<file path="src/rtl/button_conditioner.sv">
// Synchronises, debounces and edge-detects three VGA game buttons (left, right, select).
// Define BTN_AUTOREPEAT_EN to add timed auto-repeat strobes on left/right.
module button_conditioner #(
  parameter int DEBOUNCE_TICKS = 3,
  parameter int REPEAT_DELAY   = 20,
  parameter int REPEAT_RATE    = 4
) (
  input  logic       clk,
  input  logic       rst,
  input  logic       tick,
  input  logic [2:0] btn_in,
  output logic [2:0] btn_level,
  output logic [2:0] btn_press
);

  if (DEBOUNCE_TICKS < 1 || DEBOUNCE_TICKS > 15 ||
      REPEAT_DELAY < 1 || REPEAT_DELAY > 63 ||
      REPEAT_RATE < 1 || REPEAT_RATE > 63) begin : g_bad_param
    $error("button_conditioner: parameter out of range");
  end

  localparam logic [3:0] DB_LAST = 4'(DEBOUNCE_TICKS - 1);

  logic [2:0] meta;
  logic [2:0] sync;
  logic [3:0] cnt [3];
  logic [2:0] level_nxt;
  logic [2:0] rise;
  logic [2:0] rep;

  always_ff @(posedge clk or posedge rst) begin
    if (rst) begin
      meta <= '0;
      sync <= '0;
    end else begin
      meta <= btn_in;
      sync <= meta;
    end
  end

  always_comb begin
    level_nxt = btn_level;
    for (int i = 0; i < 3; i++) begin
      if (tick && sync[i] != btn_level[i] && cnt[i] == DB_LAST)
        level_nxt[i] = sync[i];
    end
    rise = level_nxt & ~btn_level;
  end

  // Any cycle where sync agrees with the level wipes partial progress, so glitches never accumulate.
  always_ff @(posedge clk or posedge rst) begin
    if (rst) begin
      for (int i = 0; i < 3; i++) cnt[i] <= '0;
      btn_level <= '0;
      btn_press <= '0;
    end else begin
      for (int i = 0; i < 3; i++) begin
        if (sync[i] == btn_level[i])
          cnt[i] <= '0;
        else if (tick)
          cnt[i] <= (cnt[i] == DB_LAST) ? 4'd0 : cnt[i] + 4'd1;
      end
      btn_level <= level_nxt;
      btn_press <= rise | rep;
    end
  end

`ifdef BTN_AUTOREPEAT_EN
  localparam logic [6:0] DELAY7 = 7'(REPEAT_DELAY);
  localparam logic [6:0] RATE7  = 7'(REPEAT_RATE);

  logic [5:0] rcnt [2];
  logic [1:0] armed;
  logic [6:0] rnxt [2];
  logic [1:0] hit;

  // Repeats only fire while the level stays high, and never back-to-back with another strobe.
  always_comb begin
    rep = '0;
    for (int i = 0; i < 2; i++) begin
      rnxt[i] = {1'b0, rcnt[i]} + 7'd1;
      hit[i]  = tick && (rnxt[i] >= (armed[i] ? RATE7 : DELAY7));
      rep[i]  = btn_level[i] && level_nxt[i] && hit[i] && !btn_press[i];
    end
  end

  always_ff @(posedge clk or posedge rst) begin
    if (rst) begin
      for (int i = 0; i < 2; i++) rcnt[i] <= '0;
      armed <= '0;
    end else begin
      for (int i = 0; i < 2; i++) begin
        if (!btn_level[i]) begin
          rcnt[i]  <= '0;
          armed[i] <= 1'b0;
        end else if (rep[i]) begin
          rcnt[i]  <= '0;
          armed[i] <= 1'b1;
        end else if (tick && !hit[i]) begin
          rcnt[i] <= rnxt[i][5:0];
        end
      end
    end
  end
`else
  assign rep = 3'b000;
`endif

endmodule
</file>
<file path="config.mk">
export PLATFORM = sky130hd
export DESIGN_NAME = button_conditioner
export DESIGN_NICKNAME = d
export VERILOG_FILES = /design/src/rtl/button_conditioner.sv
export SDC_FILE = /design/constraint.sdc
export NUM_CORES = 1
export LEC_CHECK = 0
export ABC_AREA = 1
export CAP_MARGIN = 20
export CORE_ASPECT_RATIO = 0.5
export CORE_MARGIN = 3
export CORE_UTILIZATION = 36
export DETAILED_ROUTE_END_ITERATION = 10
export PLACE_DENSITY_LB_ADDON = 0.25
export SETUP_SLACK_MARGIN = 0.5
export SYNTH_ARGS = -nofsm -noshare
export SYNTH_HDL_FRONTEND = slang
export SYNTH_SLANG_ARGS = --single-unit
</file>
<file path="constraint.sdc">
create_clock -name clk -period 1 [get_ports clk]
set_input_delay 0.3 -clock clk [delete_from_list [all_inputs] [get_ports clk]]
set_output_delay 0.3 -clock clk [all_outputs]
set_load 0.05 [all_outputs]
</file>
==> results of run 1 <==
## Yosys cell counts
cell / count
nor2_2: 6
o21ai_0: 2
nand2_2: 5
nand3_1: 5
inv_1: 14
o21ai_1: 2
dfrtp_1: 24
nor3_2: 2
nand3_2: 2
xor2_1: 2
inv_4: 1
nor2_4: 4
nand2_1: 54
nand4_1: 3
inv_2: 4
buf_6: 1
nor2_1: 6
ha_1: 4
## logic make-up after synthesis
| group | count (synthesis) | share of synthesized area (%) |
|---|---|---|
| xor+xnor | 2 | 1.465 |
| buf+inv | 20 | 7.113 |
| fa+ha+maj | 4 | 4.184 |
| compound gates | 4 | 1.674 |
| simple gates | 87 | 35.36 |
| flops | 24 | 50.21 |
## state kept, by name, summed over array words and instances (netlist names)
signal / count
cnt: 12
btn_level: 3
btn_press: 3
meta: 3
sync: 3
## timing repair
action	4_1_cts	5_1_grt
pin swaps	11	19
hold buffers	0	0
gates resized for setup	29	16
cloned	2	0
setup buffers	13	3
endpoints found under the setup margin	48	25
## per-stage QoR
step | hold WS [ps] | power (uW) | std cells
final | 257.4 | 4502 | 223
after global routing | 248.7 | 4752 | 223
after CTS | 253.7 | 4233 | 220
after detailed placement | 344.2 | 3113 | 201
after global placement | 335.3 | 3076 | 201
after floorplan | 177.7 | 2380 | 141
## worst register-to-register path, delay by kind of cell, from the launching register on
family | cells | cell delay (ps)
flops | 1 | 440
compound gates | 1 | 70
simple gates | 4 | 320
buf+inv | 2 | 230
## layout make-up
| class | instances | area (sq um) | share of cell area (%) |
|---|---|---|---|
| multi-input cells | 97 | 673.1 | 34.44 |
| clock buffers | 4 | 45.04 | 2.305 |
| well taps | 40 | 50.05 | 2.561 |
| inverters | 19 | 82.58 | 4.225 |
| repair buffers | 39 | 493.0 | 25.22 |
| flip-flops and latches | 24 | 610.6 | 31.24 |
## how the worst min path moves through the flow
stage / startpoint / endpoint / slack [ps] / cells past startpoint
6_report: btn_in[1] / meta[1] / 260 / 1
3_5_place_dp: meta[0] / sync[0] / 340 / 0
5_1_grt: btn_in[1] / meta[1] / 250 / 1
4_1_cts: btn_in[1] / meta[1] / 250 / 1
3_3_place_gp: meta[0] / sync[0] / 340 / 0
2_1_floorplan: rst / cnt[0] / 180 / 1
## where the power goes
group | switching (uW) | internal, uW
sequential | 260 | 1190
combinational | 1220 | 1250
clock | 297 | 284
total | 1780 | 2730
## metal layers
metal	vias to the layer above	part of all wire (%)	GRT usage, %
met1	482	42	15.74
met3	6	2.2	4.028
met2	10	54	25.60
met5	-	0	0
met4	0	1.2	2.141
li1	510	-	-
==> impl_metrics.tcl, run 1 <==
set metrics [dict create \
    reg2reg_from "btn_level[2]" \
    worst_pin_slew_ps 265.0 \
    ys_ff_latch 24 \
    die_area_sq_um 4092 \
    clock_skew_ps 10.24 \
    rr_worst_depth 7 \
    ys_seq_area_share_pct 50.21 \
    syn_inst 141 \
    crit_chain "buf_12" \
    worst_path_max_delay_cell "dfrtp_2" \
    fin_ws_ps -167.7 \
    path_delay_family "flip-flops" \
    gp_congestion 0.7748 \
    ios 12 \
    pre_cts_ws_ps -450.2 \
    drtIter0Drc 21 \
    violations "negative setup slack" \
    critPathLaunch "btn_level[2]" \
    antenna_cells 0 \
    drt_wl_total_microns 2594 \
    ff2ff_setup_slack_ps -150 \
    first_global_vias 997 \
    worstHoldPathType "primary input to register" \
    dp.final_hpwl_microns 1622 \
    grt_use_total_pct 13.43 \
    rows 14 \
    synth_area_leader_cell "dfrtp_1" \
    finalCritPeriodShare_pct 116.8 \
    fin_crit_ps 1168 \
    design.core.area_sq_um 3083 \
    r2r_end "cnt[2]" \
    slew_viol_final 0 \
    crit_path_start_kind "register" \
    synth.avg_cell_area_sq_um 8.483 \
    grt_pass1_wl_microns 4215 \
    fillCellCount 226 \
    synth_warnings 0 \
    insertion_delay_ps 270 \
    power_leakage_uw 0.0009604 \
    cp_num_cells 1 \
    final_common_cell "nand2_1" \
    synthTopCellsByArea "dfrtp_1 50%, nand2_1 17%, inv_1 4.4%, ha_1 4.2%, nor2_4 3.8%" \
    max_freq_mhz 856.4 \
    irDropWorstVdd_mv 1.142 \
    die_x_microns 87.52 \
    rsz0062_at_grt "yes" \
    vias 1008 \
    fin_setup_tns_ps -2224 \
    ctsRootBufferMaster "clkbuf_8" \
    cts_made_buffers 3 \
    slowest_delay_ps 440 \
    drive_gt1_share_pct 50.27 \
    place_area_sq_um 1559 \
    fin_nets 194 \
    drc 0 \
    cp-end-kind "primary output" \
    wl_per_cell_microns 11.63 \
    post-route-util_pct 63.39 \
    critPathBufInv 1 \
    path_class "register to primary output" \
    grt_overflow 0 \
    setup_violations 24 \
    cts_tree "built" \
    clk_pin_slew_ps 90 \
    synth_top_area_share_pct 50.21 \
    ant_nets 0 \
    status "finished, violations left" \
    layout_common_cells "45 x nand2_1, 17 x buf_4, 16 x dfrtp_1, 10 x buf_12" \
    die_h_microns 46.76 \
    dr.pass1.iters 4 \
    area_delta_synth_final_pct 63.39 \
    syn_area_sq_um 1196 \
    initial_core_util_pct 38.80 \
    crit_required_ps 700 \
    design_area_sq_um 1954 \
    clock_path_buffers 2 \
    crit_fanout 2 \
    synthDistinctLibCells 18 \
    maxSlewHeadroom_pct 82.33 \
    powerDensity_nw_per_um2 2304 \
    viasPerCell 4.520 \
    worstPathArrival_ps 870 \
    hold_viol_final 0 \
    htreeDepth 1 \
    antenna_found_initial 0 \
    grt_max_degree 14 \
    io_buffer_count 11 \
    endpoint "btn_level[2]" \
    synth_nets 151 \
    maxCapViolations 0 \
    cts_sinks 24 \
]
(Power assumes the default switching activity.)
==> run 2, diff against run 1 <==
--- a/config.mk
+++ b/config.mk
@@ -12,7 +12,6 @@
 export CORE_UTILIZATION = 36
 export DETAILED_ROUTE_END_ITERATION = 10
 export PLACE_DENSITY_LB_ADDON = 0.25
-export SETUP_SLACK_MARGIN = 0.5
 export SYNTH_ARGS = -nofsm -noshare
 export SYNTH_HDL_FRONTEND = slang
 export SYNTH_SLANG_ARGS = --single-unit
==> impl_metrics.tcl, run 2 (synthesis gave the netlist of run 1 again) <==
set metrics [dict create \
    status "finished, violations left" \
    violations "negative setup slack" \
    initial_core_util_pct 38.80 \
    crit_fanout 2 \
    comb_power_share_pct 49.9 \
    fin_ws_ps -147.7 \
    path_delay_family "flip-flops" \
    area_delta_synth_final_pct 46.44 \
    ff2ff_setup_slack_ps -80 \
    htreeDepth 1 \
    drive_gt1_share_pct 45.98 \
    worst_pin_slew_ps 276.6 \
    gp_congestion 0.7177 \
    layout_common_cells "46 x nand2_1, 18 x dfrtp_1, 16 x buf_4, 10 x inv_2, 10 x nand2_2" \
    largest_register_ffs 12 \
    worstPathArrival_ps 850 \
    rsz0062_at_grt "yes" \
    powerDensity_nw_per_um2 2349 \
    cp-end-kind "primary output" \
    design.core.area_sq_um 3083 \
    pwr-share-clk_pct 15.5 \
    final_common_cell "nand2_1" \
    clk_pin_slew_ps 80 \
    worst_path_max_delay_cell "dfrtp_2" \
    insertion_delay_ps 260 \
    io_buffer_count 11 \
    switchingPower_uw 1600 \
    dr.pass1.iters 4 \
    slowest_delay_ps 440 \
    r2r_end "cnt[6]" \
    drt_wl_total_microns 2133 \
    path_class "register to primary output" \
    cp_num_cells 1 \
    ctsRootBufferMaster "clkbuf_8" \
    intPower_uw 2515 \
    critPathBufInv 1 \
    clock_skew_ps 0.9464 \
    die_x_microns 87.52 \
    fin_nets 185 \
    cts_tree "built" \
    ios 12 \
    irDropWorstVdd_mv 1.046 \
    finalCritPeriodShare_pct 114.8 \
    antenna_cells 0 \
    viasPerCell 4.444 \
    maxCapViolations 0 \
    grt_overflow 0 \
    clock_path_buffers 2 \
    worstHoldPathType "primary input to async pin" \
    pre_cts_ws_ps -427.2 \
    fin_crit_ps 1148 \
    rows 14 \
    fillCellCount 282 \
    vias 951 \
    die_h_microns 46.76 \
    max_freq_mhz 871.3 \
    die_area_sq_um 4092 \
    antenna_found_initial 0 \
    grt_pass1_wl_microns 3801 \
    endpoint "btn_level[1]" \
    ant_nets 0 \
    regMostFlops "cnt" \
    post-route-util_pct 56.82 \
    cts_made_buffers 3 \
    crit_path_start_kind "register" \
    p_seq_share_pct 34.6 \
    dp.final_hpwl_microns 1498 \
    drc 0 \
    switching_share_pct 38.87 \
    drtIter0Drc 42 \
    critPathLaunch "btn_level[1]" \
    cts_hold_buffers 0 \
    reg2reg_from "cnt[4]" \
    grt_use_total_pct 11.90 \
    slew_viol_final 0 \
    setup_violations 22 \
    maxSlewHeadroom_pct 81.56 \
    wl_per_cell_microns 9.967 \
    grt_max_degree 25 \
    crit_chain "buf_12" \
    hold_viol_final 0 \
    rr_worst_depth 5 \
    crit_required_ps 700 \
    power_leakage_uw 0.0008578 \
    cts_sinks 24 \
    first_global_vias 891 \
]
run 2: through the flow:
| step | cells | hold slack [ps] | total power, uW | TNS [ps] | area [sq um] |
|---|---|---|---|---|---|
| final | 214 | 349.2 | 4115 | -1608 | 1752 |
| after detailed placement | 201 | 336.5 | 3067 | -6929 | 1524 |
| after floorplan | 141 | 314.4 | 2379 | -310.7 | 1227 |
| after CTS | 211 | 354.5 | 4108 | -1911 | 1712 |
| after global routing | 214 | 374.2 | 4410 | -2946 | 1752 |
| after global placement | 201 | 332.3 | 3033 | -6677 | 1524 |
run 2: worst min-delay path by stage:
stage	from	endpoint	slack (ps)
finish	rst	cnt[2]	350
global route	meta[0]	sync[0]	370
CTS	rst	cnt[2]	350
detailed placement	meta[0]	sync[0]	340
global placement	meta[0]	sync[0]	330
floorplan	rst	btn_press[0]	310
run 2: layout make-up:
class                   count  area [sq um]  share of cell area, %
inverters                  19         73.82                  4.214
well taps                  40         50.05                  2.857
flip-flops and latches     24         608.1                  34.71
multi-input cells          97         633.1                  36.14
clock buffers               4         55.05                  3.143
repair buffers             30         331.6                  18.93
run 2: power groups by stage:
stage	clock [uW]	combinational, uW	sequential [uW]
after floorplan	0	730	1650
after global placement	0	1570	1460
after detailed placement	0	1600	1460
after CTS	671	2030	1410
after global routing	703	2250	1460
final	639	2050	1420
run 2: timing repair:
item | 4_1_cts | 5_1_grt
endpoints found under the setup margin | 24 | 24
pin swaps | 11 | 14
setup buffers | 6 | 3
gates resized for setup | 26 | 7
run 2: routing by layer:
layer	GRT usage, %	share of wire [%]	vias up
met4	1.835	0.84	0
met5	0	0	-
met1	16.12	46	447
li1	-	-	493
met2	20.06	51	9
met3	3.152	2.8	2
==> run 3, diff against run 2 <==
--- a/config.mk
+++ b/config.mk
@@ -11,7 +11,10 @@
 export CORE_MARGIN = 3
 export CORE_UTILIZATION = 36
 export DETAILED_ROUTE_END_ITERATION = 10
+export HOLD_SLACK_MARGIN = 0.1
 export PLACE_DENSITY_LB_ADDON = 0.25
+export SKIP_LAST_GASP = 1
+export SLEW_MARGIN = 0
 export SYNTH_ARGS = -nofsm -noshare
 export SYNTH_HDL_FRONTEND = slang
 export SYNTH_SLANG_ARGS = --single-unit
==> impl_metrics.tcl, run 3 (synthesis gave the netlist of run 1 again) <==
set metrics [dict create \
    status "finished, violations left" \
    violations "negative setup slack" \
    insertion_delay_ps 260 \
    worst_pin_slew_ps 277.1 \
    worstPathArrival_ps 850 \
    first_global_vias 891 \
    post-route-util_pct 56.82 \
    rows 14 \
    path_class "register to primary output" \
    crit_required_ps 700 \
    crit_path_start_kind "register" \
    routed.top_layer "met4" \
    design.core.area_sq_um 3083 \
    fin_crit_ps 1146 \
    layout_common_cells "46 x nand2_1, 18 x dfrtp_1, 16 x buf_4, 10 x inv_2, 10 x nand2_2" \
    final_common_cell "nand2_1" \
    crit_chain "buf_12" \
    maxCapViolations 0 \
    irDropWorstVdd_mv 1.046 \
    maxSlewHeadroom_pct 81.53 \
    largest_register_ffs 12 \
    switching_share_pct 38.77 \
    routed-wl-met2_microns 1073 \
    finalCritPeriodShare_pct 114.6 \
    cp-end-kind "primary output" \
    clock_path_buffers 2 \
    drive_gt1_share_pct 45.98 \
    wl_met3_microns 59 \
    fin_nets 185 \
    power_leakage_uw 0.0008579 \
    grt_use_total_pct 11.90 \
    hold_slack_ps 351.3 \
    die_h_microns 46.76 \
    regMostFlops "cnt" \
    clock_skew_ps 1.093 \
    wl_met1_microns 980 \
    crit_fanout 2 \
    p_seq_share_pct 34.6 \
    die_x_microns 87.52 \
    place_area_sq_um 1524 \
    cts_made_buffers 3 \
    viasPerCell 4.430 \
    setup_violations 22 \
    pwr-share-clk_pct 15.4 \
    grt_overflow 0 \
    ant_nets 0 \
    comb_power_share_pct 50.0 \
    critPathBufInv 1 \
    fin_ws_ps -145.6 \
    rsz0062_at_grt "yes" \
    htreeDepth 1 \
    dp.final_hpwl_microns 1498 \
    place_inst 201 \
    cts_hold_buffers 0 \
    clk_pin_slew_ps 80 \
    worstHoldPathType "primary input to async pin" \
    fin_cells 214 \
    drt_wl_total_microns 2134 \
    dr.pass1.iters 4 \
    powerDensity_nw_per_um2 2348 \
    drtIter0Drc 42 \
    cts_sinks 24 \
    wl_per_cell_microns 9.972 \
    die_area_sq_um 4092 \
    gp_congestion 0.7177 \
    intPower_uw 2518 \
    fin_setup_tns_ps -1590 \
    ctsRootBufferMaster "clkbuf_8" \
    antenna_found_initial 0 \
    hold_viol_final 0 \
    path_delay_family "flip-flops" \
    area_delta_synth_final_pct 46.44 \
    grt_pass1_wl_microns 3801 \
    antenna_cells 0 \
    io_buffer_count 11 \
    design_area_sq_um 1752 \
    switchingPower_uw 1594 \
    worst_path_max_delay_cell "dfrtp_2" \
    vias 948 \
    slew_viol_final 0 \
    drc 0 \
    max_freq_mhz 872.9 \
    cts_tree "built" \
    initial_core_util_pct 38.80 \
    slowest_delay_ps 440 \
    ios 12 \
    grt_max_degree 25 \
]
[run 3: cell counts in the layout (fill, tap and decap cells not counted)]
Identical to the previous run, type by type.
[run 3: worst paths after layout]
check	to	start	slack (ps)	cells after the start
min	cnt[2]	rst	350	3
max	btn_level[1]	btn_level[1]	-150	1
max in group asynchronous	cnt[5]	rst	490	3
min in group clk	sync[0]	meta[0]	350	0
max reg2reg	cnt[6]	cnt[4]	-80	5
min reg2reg	sync[0]	meta[0]	350	0
[run 3: final cells by class]
| type | instances | area, sq um |
|---|---|---|
| inverter | 19 | 73.82 |
| clock buffer | 4 | 55.05 |
| timing repair buffer | 30 | 331.6 |
| multi-input combinational | 97 | 633.1 |
| tap | 40 | 50.05 |
| fill | 282 | 1331 |
| sequential | 24 | 608.1 |
[run 3: layer usage]
layer  up-vias  global-route usage (%)
met2         9                   20.06
met4         0                   1.835
met1       444                   16.12
li1        493                       -
met3         2                   3.152
met5         -                       0
[run 3: power by group through the flow]
| stage | combinational (uW) | sequential [uW] | clock (uW) |
|---|---|---|---|
| 5_1_grt | 2250 | 1460 | 703 |
| 6_report | 2050 | 1420 | 635 |
| 3_3_place_gp | 1570 | 1460 | 0 |
| 2_1_floorplan | 730 | 1650 | 0 |
| 4_1_cts | 2030 | 1410 | 671 |
| 3_5_place_dp | 1600 | 1460 | 0 |
[run 3: repair_timing]
item	CTS	global route
setup endpoints to repair	24	24
buffers inserted	6	3
resized for setup	26	7
pin swaps	11	13
[run 3: tightest hold or removal path: cells and delay by family]
kind / cells / cell delay [ps]
buffers and inverters: 3 / 660
[run 3: stage by stage]
stage	setup WS, ps	total power [uW]
after floorplan	-45.41	2379
after detailed placement	-427.2	3067
after CTS	-159.5	4108
after global placement	-385.7	3033
after global routing	-171.6	4413
final	-145.6	4112
